[config.mk]
export PLATFORM = sky130hd
export DESIGN_NAME = bus_arbiter
export DESIGN_NICKNAME = d
export VERILOG_FILES = /design/src/rtl/bus_arbiter_pkg.sv /design/src/rtl/bus_arbiter_rr_pick.sv /design/src/rtl/bus_arbiter.sv
export SDC_FILE = /design/constraint.sdc
export NUM_CORES = 1
export LEC_CHECK = 0
export BUFFER_PORTS_ARGS = -buffer_cell sky130_fd_sc_hd__buf_2
export CAP_MARGIN = 25
export CORE_ASPECT_RATIO = 0.8
export CORE_MARGIN = 8
export CORE_UTILIZATION = 25
export CTS_CLUSTER_DIAMETER = 80
export CTS_CLUSTER_SIZE = 25
export DETAILED_ROUTE_END_ITERATION = 8
export GPL_TIMING_DRIVEN = 0
export HOLD_SLACK_MARGIN = 0.15
export SLEW_MARGIN = 30
export SYNTH_ARGS = -nofsm -noshare
export SYNTH_HDL_FRONTEND = slang
export SYNTH_HIERARCHICAL = 1
export SYNTH_SLANG_ARGS = --single-unit
[constraint.sdc]
create_clock -name clk -period 2.4 [get_ports clk]
set_input_delay 0 -clock clk [delete_from_list [all_inputs] [get_ports clk]]
set_output_delay 0 -clock clk [all_outputs]
set_load 0.03 [all_outputs]
[src/rtl/bus_arbiter_pkg.sv]
// Shared bus definitions for the system bus arbiter: polarity, widths, and the
// arbiter state encoding.
package bus_arbiter_pkg;

  localparam logic ENABLE_  = 1'b0;
  localparam logic DISABLE_ = 1'b1;

  localparam int unsigned BUS_OWNER_W   = 2;
  localparam int unsigned BUS_MASTER_CH = 4;

  typedef enum logic {
    BUS_ARB_STATE_IDLE  = 1'b0,
    BUS_ARB_STATE_OWNED = 1'b1
  } bus_arb_state_e;

endpackage

[src/rtl/bus_arbiter_rr_pick.sv]
// Combinational round-robin pick: searches last+1, last+2, last+3, last and
// returns the first active request; excl_last drops the final (last) slot.
module bus_arb_rr_pick
  import bus_arbiter_pkg::*;
(
  input  logic [BUS_MASTER_CH-1:0] req,
  input  logic [BUS_OWNER_W-1:0]   last,
  input  logic                     excl_last,
  output logic [BUS_OWNER_W-1:0]   winner,
  output logic                     valid
);

  logic [BUS_OWNER_W-1:0] cand;

  always_comb begin
    winner = '0;
    valid  = 1'b0;
    cand   = last;
    for (int unsigned i = 1; i <= BUS_MASTER_CH; i++) begin
      cand = last + BUS_OWNER_W'(i);
      if (!valid && req[cand] && !(excl_last && (i == BUS_MASTER_CH))) begin
        winner = cand;
        valid  = 1'b1;
      end
    end
  end

endmodule

[src/rtl/bus_arbiter.sv]
// Round-robin arbiter for four bus masters with active-low request/grant,
// transaction tracking from the address strobe and slave ready, and hold revoke.
module bus_arbiter
  import bus_arbiter_pkg::*;
#(
  parameter int unsigned HOLD_MAX   = 16,
  parameter int unsigned HOLD_CNT_W = 5
) (
  input  logic                   clk,
  input  logic                   reset,
  input  logic                   m0_req_,
  input  logic                   m1_req_,
  input  logic                   m2_req_,
  input  logic                   m3_req_,
  input  logic                   m_as_,
  input  logic                   m_rdy_,
  output logic                   m0_grnt_,
  output logic                   m1_grnt_,
  output logic                   m2_grnt_,
  output logic                   m3_grnt_,
  output logic [BUS_OWNER_W-1:0] owner,
  output logic                   busy
);

  bus_arb_state_e            state_q, state_d;
  logic [BUS_MASTER_CH-1:0]  grnt_q, grnt_d;
  logic [BUS_OWNER_W-1:0]    owner_q, owner_d;
  logic [BUS_OWNER_W-1:0]    last_q, last_d;
  logic                      busy_q, busy_d;
  logic                      inflight_q, inflight_d;
  logic [HOLD_CNT_W-1:0]     cnt_q, cnt_d;

  logic [BUS_MASTER_CH-1:0]  req;
  logic                      owned, pending, owner_req, hold_done, handover;
  logic [BUS_OWNER_W-1:0]    pick_last, pick_idx;
  logic                      pick_valid;

  assign req       = ~{m3_req_, m2_req_, m1_req_, m0_req_};
  assign owned     = (state_q == BUS_ARB_STATE_OWNED);
  assign pending   = inflight_q | (m_as_ == ENABLE_);
  assign owner_req = req[owner_q];
  assign hold_done = (HOLD_MAX != 0) && (cnt_q == HOLD_CNT_W'(HOLD_MAX));
  assign handover  = owned && !pending && (!owner_req || (hold_done && pick_valid));

  // While owned, searching from the owner with its own slot excluded is the
  // same as searching from the post-release value of last.
  assign pick_last = owned ? owner_q : last_q;

  bus_arb_rr_pick u_pick (
    .req       (req),
    .last      (pick_last),
    .excl_last (owned),
    .winner    (pick_idx),
    .valid     (pick_valid)
  );

  always_comb begin
    state_d    = state_q;
    grnt_d     = grnt_q;
    owner_d    = owner_q;
    last_d     = last_q;
    busy_d     = busy_q;
    cnt_d      = cnt_q;
    inflight_d = inflight_q;

    if (m_rdy_ == ENABLE_)     inflight_d = 1'b0;
    else if (m_as_ == ENABLE_) inflight_d = 1'b1;

    unique case (state_q)
      BUS_ARB_STATE_IDLE: begin
        cnt_d = '0;
        if (pick_valid) begin
          state_d          = BUS_ARB_STATE_OWNED;
          owner_d          = pick_idx;
          busy_d           = 1'b1;
          grnt_d           = '1;
          grnt_d[pick_idx] = ENABLE_;
        end
      end
      BUS_ARB_STATE_OWNED: begin
        if (handover) begin
          last_d = owner_q;
          cnt_d  = '0;
          grnt_d = '1;
          if (pick_valid) begin
            owner_d          = pick_idx;
            grnt_d[pick_idx] = ENABLE_;
          end else begin
            state_d = BUS_ARB_STATE_IDLE;
            busy_d  = 1'b0;
          end
        end else if (cnt_q < HOLD_CNT_W'(HOLD_MAX)) begin
          cnt_d = cnt_q + 1'b1;
        end
      end
      default: ;
    endcase
  end

  always_ff @(posedge clk) begin
    if (reset) begin
      state_q    <= BUS_ARB_STATE_IDLE;
      grnt_q     <= '1;
      owner_q    <= '0;
      last_q     <= '1;
      busy_q     <= 1'b0;
      inflight_q <= 1'b0;
      cnt_q      <= '0;
    end else begin
      state_q    <= state_d;
      grnt_q     <= grnt_d;
      owner_q    <= owner_d;
      last_q     <= last_d;
      busy_q     <= busy_d;
      inflight_q <= inflight_d;
      cnt_q      <= cnt_d;
    end
  end

  assign m0_grnt_ = grnt_q[0];
  assign m1_grnt_ = grnt_q[1];
  assign m2_grnt_ = grnt_q[2];
  assign m3_grnt_ = grnt_q[3];
  assign owner    = owner_q;
  assign busy     = busy_q;

endmodule

# ---- Word-level counts from Yosys, hierarchy flattened
# Cells that the tools add are included.
dict set report word_totals {
  regBits 16
  in_bits 8
  out_inout_bits 7
}
dict set report classes {
  n_addsub 4
  order_cmp 8
  n_eq_ne 5
  n_mux 38
  bitwise 6
  n_reduce_logical 19
}
# cell count
set ops {}
lappend ops {{less-than comparator 2 x 3 -> 1 bit, second input constant} 6}
lappend ops {{2-to-1 mux 1 bit} 15}
lappend ops {{2-to-1 mux 2 bit} 7}
lappend ops {{2-to-1 mux 4 bit} 3}
lappend ops {{binary-select mux 1 bit (select 2 bit)} 5}
lappend ops {{2-to-1 mux 5 bit} 2}
lappend ops {{case mux 5 bit (2 select lines)} 1}
lappend ops {{logical AND 1 bit} 8}
lappend ops {{NOT 4 bit} 2}
lappend ops {{case mux 4 bit (2 select lines)} 1}
lappend ops {{logical NOT 1 bit} 6}
lappend ops {{adder 5 x 1 -> 5 bit, second input constant} 1}
lappend ops {{equality test 5 bit, second input constant} 1}
lappend ops {{less-than comparator 5 bit, second input constant} 1}
lappend ops {{adder 2 bit, second input constant} 2}
lappend ops {{!= test 2 bit, second input constant} 2}
lappend ops {{case mux 1 bit (2 select lines)} 2}
lappend ops {{case mux 2 bit (2 select lines)} 1}
lappend ops {{AND reduction 2 bit} 2}
lappend ops {{!= test 3 x 1 -> 1 bit, second input constant} 1}
lappend ops {{NOT 1 bit} 3}
lappend ops {{AND reduction 3 bit} 1}
lappend ops {{adder 2 x 1 -> 2 bit, second input constant} 1}
lappend ops {{demux 1 bit (select 2 bit)} 1}
lappend ops {{other kinds (5)} 5}

# ---- Longest topological paths before layout
dict set report logic_depth {
  ltp_word 23
  ltp_mapped 11
}

# ---- Hierarchy
# Netlist, hierarchy kept.
# mod instances cells_each area_each_um2 seq_area_each_um2
set modules_own_cells {}
lappend modules_own_cells {bus_arbiter 1 86 795.8 320.3}
lappend modules_own_cells {bus_arb_rr_pick 1 28 187.7 0.0}

# ---- Least setup slack after synthesis
# OpenSTA, ideal clock, no wires.
dict set report synth_timing {
  kind {register to register}
  start {register state_q, in the netlist owned}
  end {register grnt_q[0]}
  setup_time_ns 0.072
  arrival_time_ns 2.388
  path_slack_ns -0.059
  path_stages_with_launch 10
  path_buffers 2
  period_less_slack_ns 2.459
  path_cell_list {dfxtp_1 clkbuf_1 mux2_2 buf_6 mux2_1 o21ai_1 nand2_1 a41o_4 a31oi_4 mux2i_1}
}
dict set report synth_between {
  word_cells_on_any_way 46
  classes_between {add/sub (3); order compare (2); eq/ne (2); mux (23); bitwise (2); reduce/logical (14)}
}
# element line
set synth_lines {}
lappend synth_lines {{start: declaration} bus_arbiter.sv:25} ;# bus_arb_state_e state_q, state_d;
lappend synth_lines {{start signal: assignment} bus_arbiter.sv:110} ;# state_q <= state_d;
lappend synth_lines {{2-to-1 mux 2 bit *} bus_arbiter.sv:47} ;# assign pick_last = owned ? owner_q : last_q;
lappend synth_lines {{net pick_last[0]} bus_arbiter.sv:35} ;# logic [BUS_OWNER_W-1:0] pick_last, pick_idx;
lappend synth_lines {{adder 2 x 1 -> 2 bit} bus_arbiter_rr_pick.sv:20} ;# cand = last + BUS_OWNER_W'(i);
lappend synth_lines {{binary-select mux 1 bit (select 2 bit)} bus_arbiter_rr_pick.sv:21} ;# if (!valid && req[cand] && !(excl_last && (i == BUS_MASTER_CH))) begin
lappend synth_lines {{2-to-1 mux 1 bit (implied by the code)} bus_arbiter_rr_pick.sv:21}
lappend synth_lines {{2-to-1 mux 1 bit} bus_arbiter_rr_pick.sv:21}
lappend synth_lines {{logical NOT 1 bit} bus_arbiter_rr_pick.sv:21}
lappend synth_lines {{logical AND 1 bit} bus_arbiter_rr_pick.sv:21}
lappend synth_lines {{(+5 left out)} n/a}
lappend synth_lines {{logical AND 1 bit (2 in a row)} bus_arbiter_rr_pick.sv:21}
lappend synth_lines {{2-to-1 mux 1 bit *} bus_arbiter_rr_pick.sv:21}
lappend synth_lines {{net pick_valid} bus_arbiter.sv:36} ;# logic pick_valid;
lappend synth_lines {{logical AND 1 bit} bus_arbiter.sv:43} ;# assign handover = owned && !pending && (!owner_req || (hold_done && pick_valid));
lappend synth_lines {{logical OR 1 bit} bus_arbiter.sv:43}
lappend synth_lines {{logical AND 1 bit} bus_arbiter.sv:43}
lappend synth_lines {{!= test 2 x 1 -> 1 bit (no line)} n/a}
lappend synth_lines {{AND reduction 2 bit (no line)} n/a}
lappend synth_lines {{end signal: assignment} bus_arbiter.sv:111} ;# grnt_q <= grnt_d;
lappend synth_lines {{end: declaration} bus_arbiter.sv:26} ;# logic [BUS_MASTER_CH-1:0] grnt_q, grnt_d;
# Mark *: on every way through the listed nets, which the timed path passes. The rest lies on a longest branch. The select of a mux whose other input is x is not followed.
# A chain may end at the register's enable or synchronous reset.

# ---- Final worst setup path
dict set report layout_timing {
  start {register state_q, in the netlist owned}
  end {register grnt_q[1]}
}
# The elaborated chain is that of the path after synthesis.

==> results.toml <==
[cells_and_area]
multi_input_area_sq_um = 629
final_cells = 191
areaGrowthSynthToFinish_pct = 27.5
diodes = 0
ff_latch_area_sq_um = 322
layout-drive-gt1-share_pct = 28.7
nets = 147
fillers = 393

[global_routing]
grt_pass1_vias = 837
antenna_found_initial = 0
overflow = 0
track_usage_pct = 7.38
grt_max_degree = 11
grt_pass1_wl_mm = 3.72

[synthesis]
netlist.area_leader.share_pct = 32.6
yosysMostFrequentCell = "dfxtp_1"
synthArstFlopShare_pct = 0
ys_seq_area_share_pct = 32.6
synth_cells = 114
ys.flop_type = "dfxtp_1"
ys_seq_elements = 16
synth_common_cells = "16 x dfxtp_1, 15 x nor2_1, 9 x inv_1, 9 x nand2_1, 8 x mux2i_1"
synth_fp_nets = 124
yosys.area.top_type = "dfxtp_1"
synth.distinct_cells = 35
syn_avg_cell_area_sq_um = 8.63
ys_warn_count = 6
synth_edf_count = 0
syn_area_sq_um = 983
synthTopCellsByArea = "dfxtp_1 33%, mux2i_1 8.1%, nor2_1 5.7%, nand2b_1 3.8%, inv_1 3.4%"

[clock_tree]
htreeDepth = 1
clk_latency_ns = 0.25
cts_made_buffers = 3
cts_root_buf = "clkbuf_8"
clk_pin_slew_ns = 0.06
cts_tree = "built"
clk_path_buf_depth = 2
cts_num_sinks = 16

[place]
portBuffers = 13
place.gp.congestion = 0.902
placed_cells = 182
place_hpwl_mm = 1.68

[die]
rows = 20
die_area_sq_um = 6210
io_pins = 15
core-area_sq_um = 3780
die_y_um = 72.1
initial_core_util_pct = 26.0
die_x_um = 86.1

[detailed_routing]
postRouteAntennaNets = 0
wl_per_cell_um = 11.4
route.detailed.drc = 0
vias = 887
first_iter_violations = 72
dr.pass1.iters = 4
wl_mm = 2.18
via_per_inst = 4.64

[job]
drv_cap = 0

[power]
power.leakage_nw = 0.517
peakVddDrop_mv = 0.348
powerDensity_nw_per_um2 = 843

[sta]
slew_headroom_pct = 63.4
setup_viol = 0
finClkSkew_ns = 0.00466
fin_crit_ns = 2.29
hold_ws_ns = 0.180
report.final.slew_viol_count = 0
finalHoldViolCount = 0
fmax_ghz = 0.436
min_period_over_period_pct = 95.6
tightest_slew_ns = 0.547

[critical_path]
ff2ff_setup_slack_ns = 0.11
crit_fanout = 9
r2r_cells = 8
critPathRequiredTime_ns = 2.58
critPathCaptureType = "register"
crit_path_start = "owned$_SDFF_PP0_"
path_class = "reg2reg"
critPathLaunchType = "register"
reg2reg_from = "owned$_SDFF_PP0_"
cp_data_arrival_time_ns = 2.47

[worst_hold_path]
hold_path_depth = 3
hp-start = "m_as_"
min_path_type = "in2reg"

[run_status]
status = "finished, final reports clean"
==> critical path: stages (launching register included) <==
cell	delay, ns
dfxtp_2	0.35
buf_8	0.12
mux2_2	0.43
mux2_2	0.31
o21ai_2	0.12
nand2_2	0.11
a41o_4	0.31
a31oi_4	0.27
mux2i_1	0.22
==> final cells by class <==
cell class              count  area share [%]
flip-flops and latches     16            25.6
inverters                   9            2.69
clock buffers               4            4.39
plain buffers               3            1.80
multi-input cells          84            50.2
repair buffers             20            9.78
well taps                  55            5.49
==> cell families after synthesis <==
logic type | after synthesis | synth area share [%]
xor+xnor | 3 | 2.67
mux | 12 | 13.9
buf+inv | 14 | 6.87
flops | 16 | 32.6
simple gates | 41 | 20.4
fa+ha+maj | 2 | 2.54
compound gates | 26 | 21.1
==> cell usage in the layout, fill, tap and decap left out, drive strengths merged <==
master / synthesis / layout
inv: 9 / 9
dfxtp: 16 / 16
a21boi: 1 / 1
o21a: 1 / 1
mux2i: 8 / 8
nand2b: 6 / 6
a41oi: 2 / 2
o221a: 1 / 1
o211ai: 2 / 2
a31oi: 4 / 4
mux2: 3 / 3
ha: 2 / 2
nand4b: 2 / 2
a21oi: 3 / 3
and3: 1 / 1
o21ai: 7 / 7
dlygate4sd3: 0 / 2
clkbuf: 3 / 6
a32o: 1 / 1
nor2b: 3 / 3
a41o: 2 / 2
nor4: 2 / 2
buf: 2 / 19
nor2: 15 / 15
a31o: 1 / 1
nand2: 9 / 9
o221ai: 1 / 1
xnor2: 1 / 1
mux4: 1 / 1
nor3: 3 / 3
xor2: 2 / 2
==> where the power goes <==
part | switching [mW] | internal (mW)
registers | 0.0305 | 0.306
clock network | 0.0913 | 0.146
logic | 0.274 | 0.210
total | 0.395 | 0.662
==> what timing repair did <==
item,in CTS,in global routing
hold endpoints to repair,3,0
endpoints found under the setup margin,13,15
resized for setup,4,9
hold buffers,2,0
pin swaps,2,7
buffers inserted,1,4
==> state kept, by name, summed over array words and instances (netlist names) <==
register	cells
inflight_q	1
busy	1
last_q	2
grnt_q	4
owner	2
owned	1
cnt_q	5
==> final timing paths <==
kind,to
max,grnt_q[1]$_SDFFE_PP1P_
min,inflight_q$_SDFFE_PP0N_
max reg2reg,grnt_q[1]$_SDFFE_PP1P_
min reg2reg,grnt_q[2]$_SDFFE_PP1P_
==> routing by layer <==
metal | up-vias | track usage, % | share of wire [%] | wire length (um)
met1 | 417 | 8.37 | 46 | 1010
li1 | 449 | - | - | -
met4 | 0 | 0.969 | 0.18 | 4
met3 | 2 | 4.29 | 7.4 | 162
met2 | 19 | 11.9 | 46 | 1000
met5 | - | 0 | 0 | 0
==> metrics by stage <==
stage	power [mW]	worst slack [ns]	setup TNS (ns)	util, %	cell area (sq um)
6_report	1.06	0.107	0	33.2	1250
2_1_floorplan	0.697	0.0797	0	-	985
3_5_place_dp	0.791	-0.300	-1.96	29.6	1120
4_1_cts	1.04	0.00451	0	32.2	1220
5_1_grt	1.13	-0.0129	-0.0244	33.2	1250
3_3_place_gp	0.775	-0.227	-1.29	29.6	1120
Note: power is estimated with default switching activity, not from simulation.
